**config.mk**
```make
export PLATFORM = sky130hd
export DESIGN_NAME = rx_lock_ctrl
export DESIGN_NICKNAME = d
export VERILOG_FILES = /design/src/rtl/rx_lock_ctrl.sv
export SDC_FILE = /design/constraint.sdc
export NUM_CORES = 1
export LEC_CHECK = 0
export ABC_AREA = 1
export CORE_ASPECT_RATIO = 0.6
export CORE_MARGIN = 5
export CORE_UTILIZATION = 52
export DETAILED_ROUTE_END_ITERATION = 7
export GPL_ROUTABILITY_DRIVEN = 0
export PLACE_DENSITY = 0.85
export SKIP_CTS_REPAIR_TIMING = 1
export SYNTH_ARGS = -nofsm -noshare
export SYNTH_HDL_FRONTEND = slang
export SYNTH_SLANG_ARGS = --single-unit
export TNS_END_PERCENT = 5
```
**constraint.sdc**
```tcl
create_clock -name clk_32M768 -period 3.03 [get_ports clk_32M768]
set_clock_uncertainty 0.15 [all_clocks]
set_input_delay 0.303 -clock clk_32M768 [delete_from_list [all_inputs] [get_ports clk_32M768]]
set_output_delay 0.303 -clock clk_32M768 [all_outputs]
set_load 0.01 [all_outputs]
```
**src/rtl/rx_lock_ctrl.sv**
```systemverilog
// Rx loop lock controller: flush, acquisition and tracking of the carrier/Gardner loops.
// Define RX_LOCK_STATS_EN to add the loss_events and lock_time statistics outputs.
module rx_lock_ctrl #(
    parameter int unsigned FLUSH_CYCLES = 256,
    parameter int unsigned LOCK_WINDOW  = 64,
    parameter int unsigned LOCK_THRESH  = 128,
    parameter int unsigned LOCK_COUNT   = 4,
    parameter int unsigned LOSS_COUNT   = 2,
    parameter int unsigned ACQ_FB_SHIFT = 0,
    parameter int unsigned TRK_FB_SHIFT = 2,
    parameter int unsigned ACQ_GD_SHIFT = 3,
    parameter int unsigned TRK_GD_SHIFT = 5
) (
    input  logic        clk_32M768,
    input  logic        rst_32M768,
    input  logic        enable,
    input  logic        relock,
    input  logic        rx_valid,
    input  logic [15:0] feedback_tdata,
    output logic        rst_n_rx,
    output logic [3:0]  FEEDBACK_SHIFT,
    output logic [3:0]  GARDNER_SHIFT,
    output logic        locked,
    output logic [2:0]  state_dbg,
    output logic [15:0] window_peak
`ifdef RX_LOCK_STATS_EN
    ,
    output logic [15:0] loss_events,
    output logic [15:0] lock_time
`endif
);

    localparam int unsigned FLUSH_W = (FLUSH_CYCLES > 1) ? $clog2(FLUSH_CYCLES) : 1;

    localparam logic [FLUSH_W-1:0] FLUSH_LAST = FLUSH_W'(FLUSH_CYCLES - 1);
    localparam logic [7:0]         WIN_LEN    = 8'(LOCK_WINDOW);
    localparam logic [16:0]        THRESH     = 17'(LOCK_THRESH);
    localparam logic [7:0]         LOCK_CNT   = 8'(LOCK_COUNT);
    localparam logic [7:0]         LOSS_CNT   = 8'(LOSS_COUNT);
    localparam logic [3:0]         ACQ_FB     = 4'(ACQ_FB_SHIFT);
    localparam logic [3:0]         TRK_FB     = 4'(TRK_FB_SHIFT);
    localparam logic [3:0]         ACQ_GD     = 4'(ACQ_GD_SHIFT);
    localparam logic [3:0]         TRK_GD     = 4'(TRK_GD_SHIFT);

    typedef enum logic [2:0] {
        S_IDLE    = 3'd0,
        S_FLUSH   = 3'd1,
        S_ACQUIRE = 3'd2,
        S_TRACK   = 3'd3,
        S_LOST    = 3'd4
    } state_e;

    state_e               state_q, state_d;
    logic [FLUSH_W-1:0]   flush_cnt_q, flush_cnt_d;
    logic [7:0]           smp_cnt_q, smp_cnt_d;
    logic [15:0]          peak_q, peak_d;
    logic [7:0]           good_cnt_q, good_cnt_d;
    logic [7:0]           bad_cnt_q, bad_cnt_d;
    logic [15:0]          win_peak_q, win_peak_d;
    logic                 rst_n_rx_q, rst_n_rx_d;
    logic                 locked_q, locked_d;
    logic [3:0]           fb_shift_q, fb_shift_d;
    logic [3:0]           gd_shift_q, gd_shift_d;

    logic [15:0]          fb_abs;
    logic [15:0]          peak_new;
    logic [7:0]           smp_inc;
    logic [7:0]           good_inc;
    logic [7:0]           bad_inc;
    logic                 measuring;
    logic                 win_done;
    logic                 win_good;

    // Per-sample magnitude; the most negative code has no positive twin and saturates.
    always_comb begin
        fb_abs = feedback_tdata;
        if (feedback_tdata[15]) begin
            fb_abs = (feedback_tdata == 16'h8000) ? 16'h7FFF : (~feedback_tdata + 16'd1);
        end
        peak_new  = (fb_abs > peak_q) ? fb_abs : peak_q;
        smp_inc   = smp_cnt_q + 8'd1;
        good_inc  = good_cnt_q + 8'd1;
        bad_inc   = bad_cnt_q + 8'd1;
        measuring = (state_q == S_ACQUIRE) || (state_q == S_TRACK);
        win_done  = measuring && rx_valid && (smp_inc == WIN_LEN);
        win_good  = ({1'b0, peak_new} < THRESH);
    end

    // NOTE: every variable gets its hold value first so no path can infer a latch.
    always_comb begin
        state_d     = state_q;
        flush_cnt_d = flush_cnt_q;
        smp_cnt_d   = smp_cnt_q;
        peak_d      = peak_q;
        good_cnt_d  = good_cnt_q;
        bad_cnt_d   = bad_cnt_q;
        win_peak_d  = win_peak_q;

        if (!enable) begin
            state_d     = S_IDLE;
            flush_cnt_d = '0;
            smp_cnt_d   = '0;
            peak_d      = '0;
            good_cnt_d  = '0;
            bad_cnt_d   = '0;
        end else if (relock && (state_q != S_IDLE)) begin
            // A window completing on this cycle is dropped along with its peak.
            state_d     = S_FLUSH;
            flush_cnt_d = '0;
            smp_cnt_d   = '0;
            peak_d      = '0;
            good_cnt_d  = '0;
            bad_cnt_d   = '0;
        end else begin
            unique case (state_q)
                S_IDLE: begin
                    state_d     = S_FLUSH;
                    flush_cnt_d = '0;
                end
                S_FLUSH: begin
                    if (flush_cnt_q == FLUSH_LAST) begin
                        state_d     = S_ACQUIRE;
                        flush_cnt_d = '0;
                        smp_cnt_d   = '0;
                        peak_d      = '0;
                        good_cnt_d  = '0;
                        bad_cnt_d   = '0;
                    end else begin
                        flush_cnt_d = flush_cnt_q + 1'b1;
                    end
                end
                S_ACQUIRE, S_TRACK: begin
                    if (win_done) begin
                        smp_cnt_d  = '0;
                        peak_d     = '0;
                        win_peak_d = peak_new;
                        if (state_q == S_ACQUIRE) begin
                            if (!win_good) begin
                                good_cnt_d = '0;
                            end else if (good_inc == LOCK_CNT) begin
                                state_d    = S_TRACK;
                                good_cnt_d = '0;
                                bad_cnt_d  = '0;
                            end else begin
                                good_cnt_d = good_inc;
                            end
                        end else begin
                            if (win_good) begin
                                bad_cnt_d = '0;
                            end else if (bad_inc == LOSS_CNT) begin
                                state_d   = S_LOST;
                                bad_cnt_d = '0;
                            end else begin
                                bad_cnt_d = bad_inc;
                            end
                        end
                    end else if (rx_valid) begin
                        smp_cnt_d = smp_inc;
                        peak_d    = peak_new;
                    end
                end
                S_LOST: begin
                    state_d     = S_FLUSH;
                    flush_cnt_d = '0;
                end
                default: begin
                    state_d = S_IDLE;
                end
            endcase
        end
    end

    // Outputs are decoded from the next state so they change on the same edge as the state.
    always_comb begin
        rst_n_rx_d = (state_d == S_ACQUIRE) || (state_d == S_TRACK) || (state_d == S_LOST);
        locked_d   = (state_d == S_TRACK);
        fb_shift_d = locked_d ? TRK_FB : ACQ_FB;
        gd_shift_d = locked_d ? TRK_GD : ACQ_GD;
    end

    // NOTE: sequential state uses non-blocking assignments only.
    always_ff @(posedge clk_32M768) begin
        if (rst_32M768) begin
            state_q     <= S_IDLE;
            flush_cnt_q <= '0;
            smp_cnt_q   <= '0;
            peak_q      <= '0;
            good_cnt_q  <= '0;
            bad_cnt_q   <= '0;
            win_peak_q  <= '0;
            rst_n_rx_q  <= 1'b0;
            locked_q    <= 1'b0;
            fb_shift_q  <= ACQ_FB;
            gd_shift_q  <= ACQ_GD;
        end else begin
            state_q     <= state_d;
            flush_cnt_q <= flush_cnt_d;
            smp_cnt_q   <= smp_cnt_d;
            peak_q      <= peak_d;
            good_cnt_q  <= good_cnt_d;
            bad_cnt_q   <= bad_cnt_d;
            win_peak_q  <= win_peak_d;
            rst_n_rx_q  <= rst_n_rx_d;
            locked_q    <= locked_d;
            fb_shift_q  <= fb_shift_d;
            gd_shift_q  <= gd_shift_d;
        end
    end

    assign rst_n_rx       = rst_n_rx_q;
    assign locked         = locked_q;
    assign FEEDBACK_SHIFT = fb_shift_q;
    assign GARDNER_SHIFT  = gd_shift_q;
    assign state_dbg      = state_q;
    assign window_peak    = win_peak_q;

`ifdef RX_LOCK_STATS_EN
    logic [15:0] acq_strobes_q, acq_strobes_d;
    logic [15:0] acq_inc;
    logic [15:0] loss_events_q, loss_events_d;
    logic [15:0] lock_time_q, lock_time_d;

    // Strobes are counted only while acquiring; the count restarts whenever ACQUIRE is left.
    always_comb begin
        acq_inc       = (acq_strobes_q == 16'hFFFF) ? acq_strobes_q : (acq_strobes_q + 16'd1);
        acq_strobes_d = acq_strobes_q;
        loss_events_d = loss_events_q;
        lock_time_d   = lock_time_q;

        if (state_q != S_ACQUIRE) begin
            acq_strobes_d = '0;
        end else if (rx_valid) begin
            acq_strobes_d = acq_inc;
        end

        if ((state_q == S_ACQUIRE) && (state_d == S_TRACK)) begin
            lock_time_d = acq_inc;
        end

        if ((state_q == S_TRACK) && (state_d == S_LOST) && (loss_events_q != 16'hFFFF)) begin
            loss_events_d = loss_events_q + 16'd1;
        end
    end

    always_ff @(posedge clk_32M768) begin
        if (rst_32M768) begin
            acq_strobes_q <= '0;
            loss_events_q <= '0;
            lock_time_q   <= '0;
        end else begin
            acq_strobes_q <= acq_strobes_d;
            loss_events_q <= loss_events_d;
            lock_time_q   <= lock_time_d;
        end
    end

    assign loss_events = loss_events_q;
    assign lock_time   = lock_time_q;
`endif

endmodule

```
== Word-level counts from Yosys, hierarchy flattened ==
Index checks and enable logic that the tools add are counted.
Storage, ports and cells
  logic and storage cells: 93
  output and inout bits: 29
  bits in registers: 77
  input port bits: 21
Operators by class
  equality and inequality tests: 18
  add/subtract/negate cells: 5
  mux-type cells: 37
  magnitude comparators: 2
  bitwise logic cells: 3
  reduce and logical (&&, ||, !) cells: 17
Operators with widths (count)
  2-to-1 mux 8 bit: 14
  2-to-1 mux 16 bit: 6
  case mux 8 bit (2 select lines): 4
  adder 8 x 1 -> 8 bit (second input constant): 4
  case mux 16 bit (2 select lines): 1
  2-to-1 mux 3 bit: 10
  adder 16 x 1 -> 16 bit (second input constant): 1
  equality test 16 bit (second input constant): 1
  > comparator 16 bit: 1
  < comparator 16 x 8 -> 1 bit (second input constant): 1
  inverter 16 bit: 1
  equality test 3 x 2 -> 1 bit (second input constant): 4
  != test 3 bit (second input constant): 3
  case mux 3 bit (3 select lines): 1
  equality test 8 x 2 -> 1 bit (second input constant): 1
  equality test 8 x 3 -> 1 bit (second input constant): 1
  equality test 8 x 7 -> 1 bit (second input constant): 1
  equality test 8 bit (second input constant): 1
  AND reduction 4 bit: 2
  equality test 3 bit (second input constant): 2
  != test 2 bit (second input constant): 3
  AND reduction 5 bit: 1
  nonzero test 2 bit: 2
  OR reduction 2 bit: 2
  other kinds (9): 14

== Longest topological paths before layout ==
  word-level depth: 16
  depth in mapped cells: 30
  gate-level depth less buffers: 28

== Least setup slack after synthesis ==
No wires, ideal clock.
  kind: input port to flip-flop
  start: input port feedback_tdata[1]
  end: register bad_cnt_q[3]
  data required time: 2.766 ns
  path buffers: 2
  data arrival time: 2.988 ns
  cell stages on the path: 27
  library setup time: 0.114 ns
  path slack: -0.221 ns
  cell sequence: inv_1 > ha_1 > nand3_1 > nor2_2 > nand2_4 > buf_6 > a22oi_1 > ha_1 > nand2_1 > nand2_1 > nand2_1 > nand2_1 > nand2_1 > nand2_1 > nand2_1 > nand2_2 > nand2_2 > buf_6 > nand2_1 > nand2_1 > nand3_2 > nor2_4 > nand2_4 > o21ai_4 > nand2_4 > a21oi_1 > nor2_1
Between the ends
  cells in the longest elaborated chain, start to end: 11
  elaborated cells between the ends (all ways): 14
  those cells by class: add/sub (1); order compare (2); eq/ne (2); mux (7); bitwise (1); reduce/logical (1)
Ends and longest elaborated chain
  from (decl): RTL line 19  | input logic [15:0] feedback_tdata,
  inverter 16 bit: RTL line 78  | fb_abs = (feedback_tdata == 16'h8000) ? 16'h7FFF : (~feedback_tdata + 16'd1);
  adder 16 x 1 -> 16 bit: RTL line 78
  2-to-1 mux 16 bit: RTL line 78
  2-to-1 mux 16 bit *: RTL line 77  | if (feedback_tdata[15]) begin
  > comparator 16 bit: RTL line 80  | peak_new = (fb_abs > peak_q) ? fb_abs : peak_q;
  2-to-1 mux 16 bit *: RTL line 80
  < comparator 16 x 8 -> 1 bit *: RTL line 86  | win_good = ({1'b0, peak_new} < THRESH);
  2-to-1 mux 8 bit: RTL line 148  | if (win_good) begin
  2-to-1 mux 8 bit: RTL line 137  | if (state_q == S_ACQUIRE) begin
  2-to-1 mux 8 bit: RTL line 133  | if (win_done) begin
  case mux 8 bit (2 select lines): RTL line 115  | unique case (state_q)
  to (signal assigned): RTL line 201  | bad_cnt_q <= bad_cnt_d;
  to (decl): RTL line 58  | logic [7:0] bad_cnt_q, bad_cnt_d;
Mark *: on every way between the ends. The rest lies on a longest branch, timed or not. The select of a mux whose other input is x is not followed.
A chain may end at the register's enable or synchronous reset.

== Worst setup path after layout ==
  start: input port feedback_tdata[1]
  end: register gd_shift_q[1] (netlist: GARDNER_SHIFT[1])
Between the ends
  cells in the longest elaborated chain, start to end: 15
  elaborated cells between the ends (all ways): 17
  those cells by class: add/sub (1); order compare (2); eq/ne (2); mux (11); bitwise (1)
Ends and longest elaborated chain
  inverter 16 bit: RTL line 78
  adder 16 x 1 -> 16 bit: RTL line 78
  2-to-1 mux 16 bit: RTL line 78
  2-to-1 mux 16 bit *: RTL line 77
  > comparator 16 bit: RTL line 80
  2-to-1 mux 16 bit *: RTL line 80
  < comparator 16 x 8 -> 1 bit *: RTL line 86
  2-to-1 mux 3 bit (on tied branches): RTL line 148, 138
  2-to-1 mux 3 bit *: RTL line 137
  2-to-1 mux 3 bit *: RTL line 133
  case mux 3 bit (3 select lines) *: RTL line 115
  2-to-1 mux 3 bit *: RTL line 106  | end else if (relock && (state_q != S_IDLE)) begin
  2-to-1 mux 3 bit *: RTL line 99  | if (!enable) begin
  equality test 3 x 2 -> 1 bit *: RTL line 176  | locked_d = (state_d == S_TRACK);
  2-to-1 mux 3 bit *: RTL line 178  | gd_shift_d = locked_d ? TRK_GD : ACQ_GD;
  to (signal assigned): RTL line 206  | gd_shift_q <= gd_shift_d;
  to (decl): RTL line 63  | logic [3:0] gd_shift_q, gd_shift_d;
Mark *: on every way between the ends. The rest lies on a longest branch, timed or not.

==> reports/results.tsv <==
metric	value	unit
pwr-share-comb	0.175	
yosysSeqAreaShare	0.3016	
drt_iter0_drc	711	
io_pins	50	
worst_slew_pin_slew	784.0	ps
p_total	2.617	mW
ys_ff_latch	70	
clockRootBuffer	clkbuf_16	
setup.worst_path.start_class	primary input	
rsz0062_at_grt	yes	
placed_area	5592	sq um
wirelength	15210	microns
rrSetupSlack	0	ps
slew_headroom	0.4767	
cp_max_fo	5	
drt_pass1_iterations	7	
crit_arrival	3530	ps
max_cap_violations	0	
grt_first_pass_wirelength	20930	microns
finalCriticalPeriod	3472	ps
hpwl	9620	microns
powerDensity	411.9	nW/um^2
initial_utilization	0.5390	
clkLatencyLatePin	340	ps
multi_input_area	2967	sq um
path_buf_inv	5	
yosysUniqueCellTypes	44	
drt-vias-per-instance	5.646	
post-route-period-util	1.146	
area_growth	36.73	%
fmax	0.2880	GHz
cp_common_cell	nand2_2	
rows	26	
violations	setup timing	
die_w	132.0	microns
fillers	547	
critical_path.top_delay_family	simple AND/OR/NAND/NOR gates	
fin_ws	-442.5	ps
worstHoldPathType	reg -> reg	
cts.sinks	70	
final-hold-violation-count	0	
track_usage	0.2238	
core-area	8621	sq um
utilization	0.7370	
pre_cts_slack	-1066	ps
fin_setup_tns	-7137	ps
grt_max_degree	38	
maxSlewViolCount	0	
post_drt_wl_per_cell	16.22	microns
nNetsFinal	864	
netSwitchingPower	0.6685	mW
clockBufferDepth	2	
clockPowerShare	0.472	
cpPeakStageDelay	310	ps
yosysWarnings	0	
vias	5296	
crit_type	in -> reg	
ir_worst_vdd	0.3387	mV
outcome	complete, but fails checks	
seq_area	1401	sq um
grt_pass1_vias	4605	
fin_area	6354	sq um
cellLeakagePower	2.842	nW
clkTransAtPathRegs	60	ps
crit_required	3090	ps
syn_inst	712	
htreeDepth	3	
p_int	1.949	mW
overflow	0	
avgSynthCellArea	6.527	sq um
ant_nets	0	
io_buffers	44	
tritoncts	yes	
diodes	0	
drive_above_1_share	0.2458	
drc	0	
slowest_stage	ha_4	
cts_buffers	9	
seqPwrFrac	0.353	
die_y	83.23	microns
setup_violations	22	
switching_share	0.2554	
dieArea	10990	sq um
synth_area	4647	sq um
antenna_found_initial	0	
endpoint_kind	flop	
-- layout by cell type (no fill, tap or decap), drive strengths merged, types with 3 or more instances in the layout --
master / synthesis / layout
nand2: 170 / 172
inv: 117 / 117
nor2: 84 / 84
buf: 17 / 78
dfxtp: 70 / 70
a21oi: 68 / 68
nand3: 52 / 52
o21ai: 35 / 35
clkdlybuf4s50: 0 / 28
ha: 22 / 22
clkbuf: 10 / 18
xor2: 14 / 14
nand3b: 10 / 10
nor3: 10 / 10
nand4: 8 / 8
dlymetal6s2s: 0 / 7
conb: 2 / 5
xnor2: 5 / 5
or2: 5 / 5
bufinv: 0 / 3
-- sequential cells by signal, indices dropped and copies added (netlist names) --
name / cells
bad_cnt_q: 8
smp_cnt_q: 8
good_cnt_q: 8
FEEDBACK_SHIFT: 1
GARDNER_SHIFT: 1
peak_q: 16
flush_cnt_q: 8
state_dbg: 3
rst_n_rx: 1
window_peak: 16
-- worst reg2reg max path: stages (launching register included) --
cell and delay [ps]:
dfxtp_1 380, ha_1 190, nand2_1 70, nor2_1 110
inv_1 70, nor2_1 160, and3_1 200, inv_1 60
nor3_1 340, nor2_1 170, nor2_4 300, nand2_1 340
nor2_1 220, nand2_1 100, a21oi_2 120
-- kinds of logic after synthesis --
logic type      synth area share
compound gates            0.1303
xor+xnor                 0.03743
fa+ha+maj                0.05923
buf+inv                   0.1319
flops                     0.3016
other cells             0.001616
simple gates              0.3379
-- Yosys cell counts --
master / n / area, sq um
nand2_1: 162 / 608.1
clkinv_2: 1 / 5.000
xnor2_2: 1 / 16.27
nand2_4: 4 / 45.04
a221oi_1: 2 / 17.52
nor2_1: 73 / 274.0
nand3b_1: 10 / 75.07
o21ai_4: 1 / 16.27
o21ai_0: 22 / 110.1
a32oi_1: 1 / 8.760
buf_2: 2 / 10.01
dfxtp_1: 70 / 1401
or3_1: 1 / 6.260
or2_2: 4 / 25.02
inv_2: 5 / 18.77
a21o_1: 1 / 7.510
buf_6: 3 / 33.78
a22oi_1: 2 / 15.01
ha_1: 22 / 275.3
conb_1: 2 / 7.510
buf_4: 10 / 75.07
a211oi_1: 1 / 7.510
nand3_1: 49 / 245.2
inv_1: 111 / 416.7
nor2_2: 6 / 37.54
o211ai_1: 1 / 7.510
inv_6: 1 / 8.760
nand4_1: 8 / 50.05
nand3_2: 2 / 20.02
nor2_4: 5 / 56.30
nor3_4: 2 / 32.53
nand3_4: 1 / 17.52
nor3_1: 8 / 40.04
and3_1: 1 / 6.260
a2bb2oi_1: 1 / 8.760
a21oi_1: 68 / 340.3
or2_1: 1 / 6.260
xor2_1: 14 / 122.6
xnor2_1: 4 / 35.03
buf_1: 2 / 7.510
clkbuf_1: 10 / 37.54
nand2_2: 4 / 25.02
a31oi_1: 1 / 6.260
o21ai_1: 12 / 60.06
-- path summary, 6_finish.rpt --
| path | cells after the start | from | end |
|---|---|---|---|
| worst min register to register | 2 | peak_q[10] | peak_q[10] |
| worst min-delay path | 2 | peak_q[10] | peak_q[10] |
| worst max-delay path | 26 | feedback_tdata[1] | GARDNER_SHIFT[1] |
| worst max register to register | 14 | flush_cnt_q[0] | good_cnt_q[0] |
-- power groups by stage --
stage | Clock [mW] | Sequential (mW) | Combinational, mW
2_1_floorplan | 0 | 0.944 | 0.205
3_3_place_gp | 0 | 0.944 | 0.355
3_5_place_dp | 0 | 0.944 | 0.369
4_1_cts | 1.24 | 0.923 | 0.373
5_1_grt | 1.28 | 0.923 | 0.488
6_report | 1.24 | 0.924 | 0.457
-- layer usage --
layer | up-vias | GRT usage | share of wire
met5 | - | 0 | 0
met2 | 346 | 0.3619 | 0.45
met1 | 2417 | 0.3003 | 0.41
li1 | 2460 | - | -
met4 | 0 | 0.06162 | 0.038
met3 | 73 | 0.05012 | 0.094
-- stage by stage --
stage,instances,hold slack (ps)
global route,938,330.5
CTS,921,313.8
detailed placement,905,306.2
floorplan,715,237.1
finish,938,315.1
global placement,905,302.7
-- final cells by class --
type / instances / area share
Inverter: 118 / 0.07267
Clock inverter: 5 / 0.01674
Sequential cell: 70 / 0.2206
Multi-Input combinational cell: 502 / 0.4669
Clock buffer: 11 / 0.03820
Timing Repair Buffer: 120 / 0.1629
Tap cell: 112 / 0.02206
Note: power is estimated with default switching activity, not from simulation.
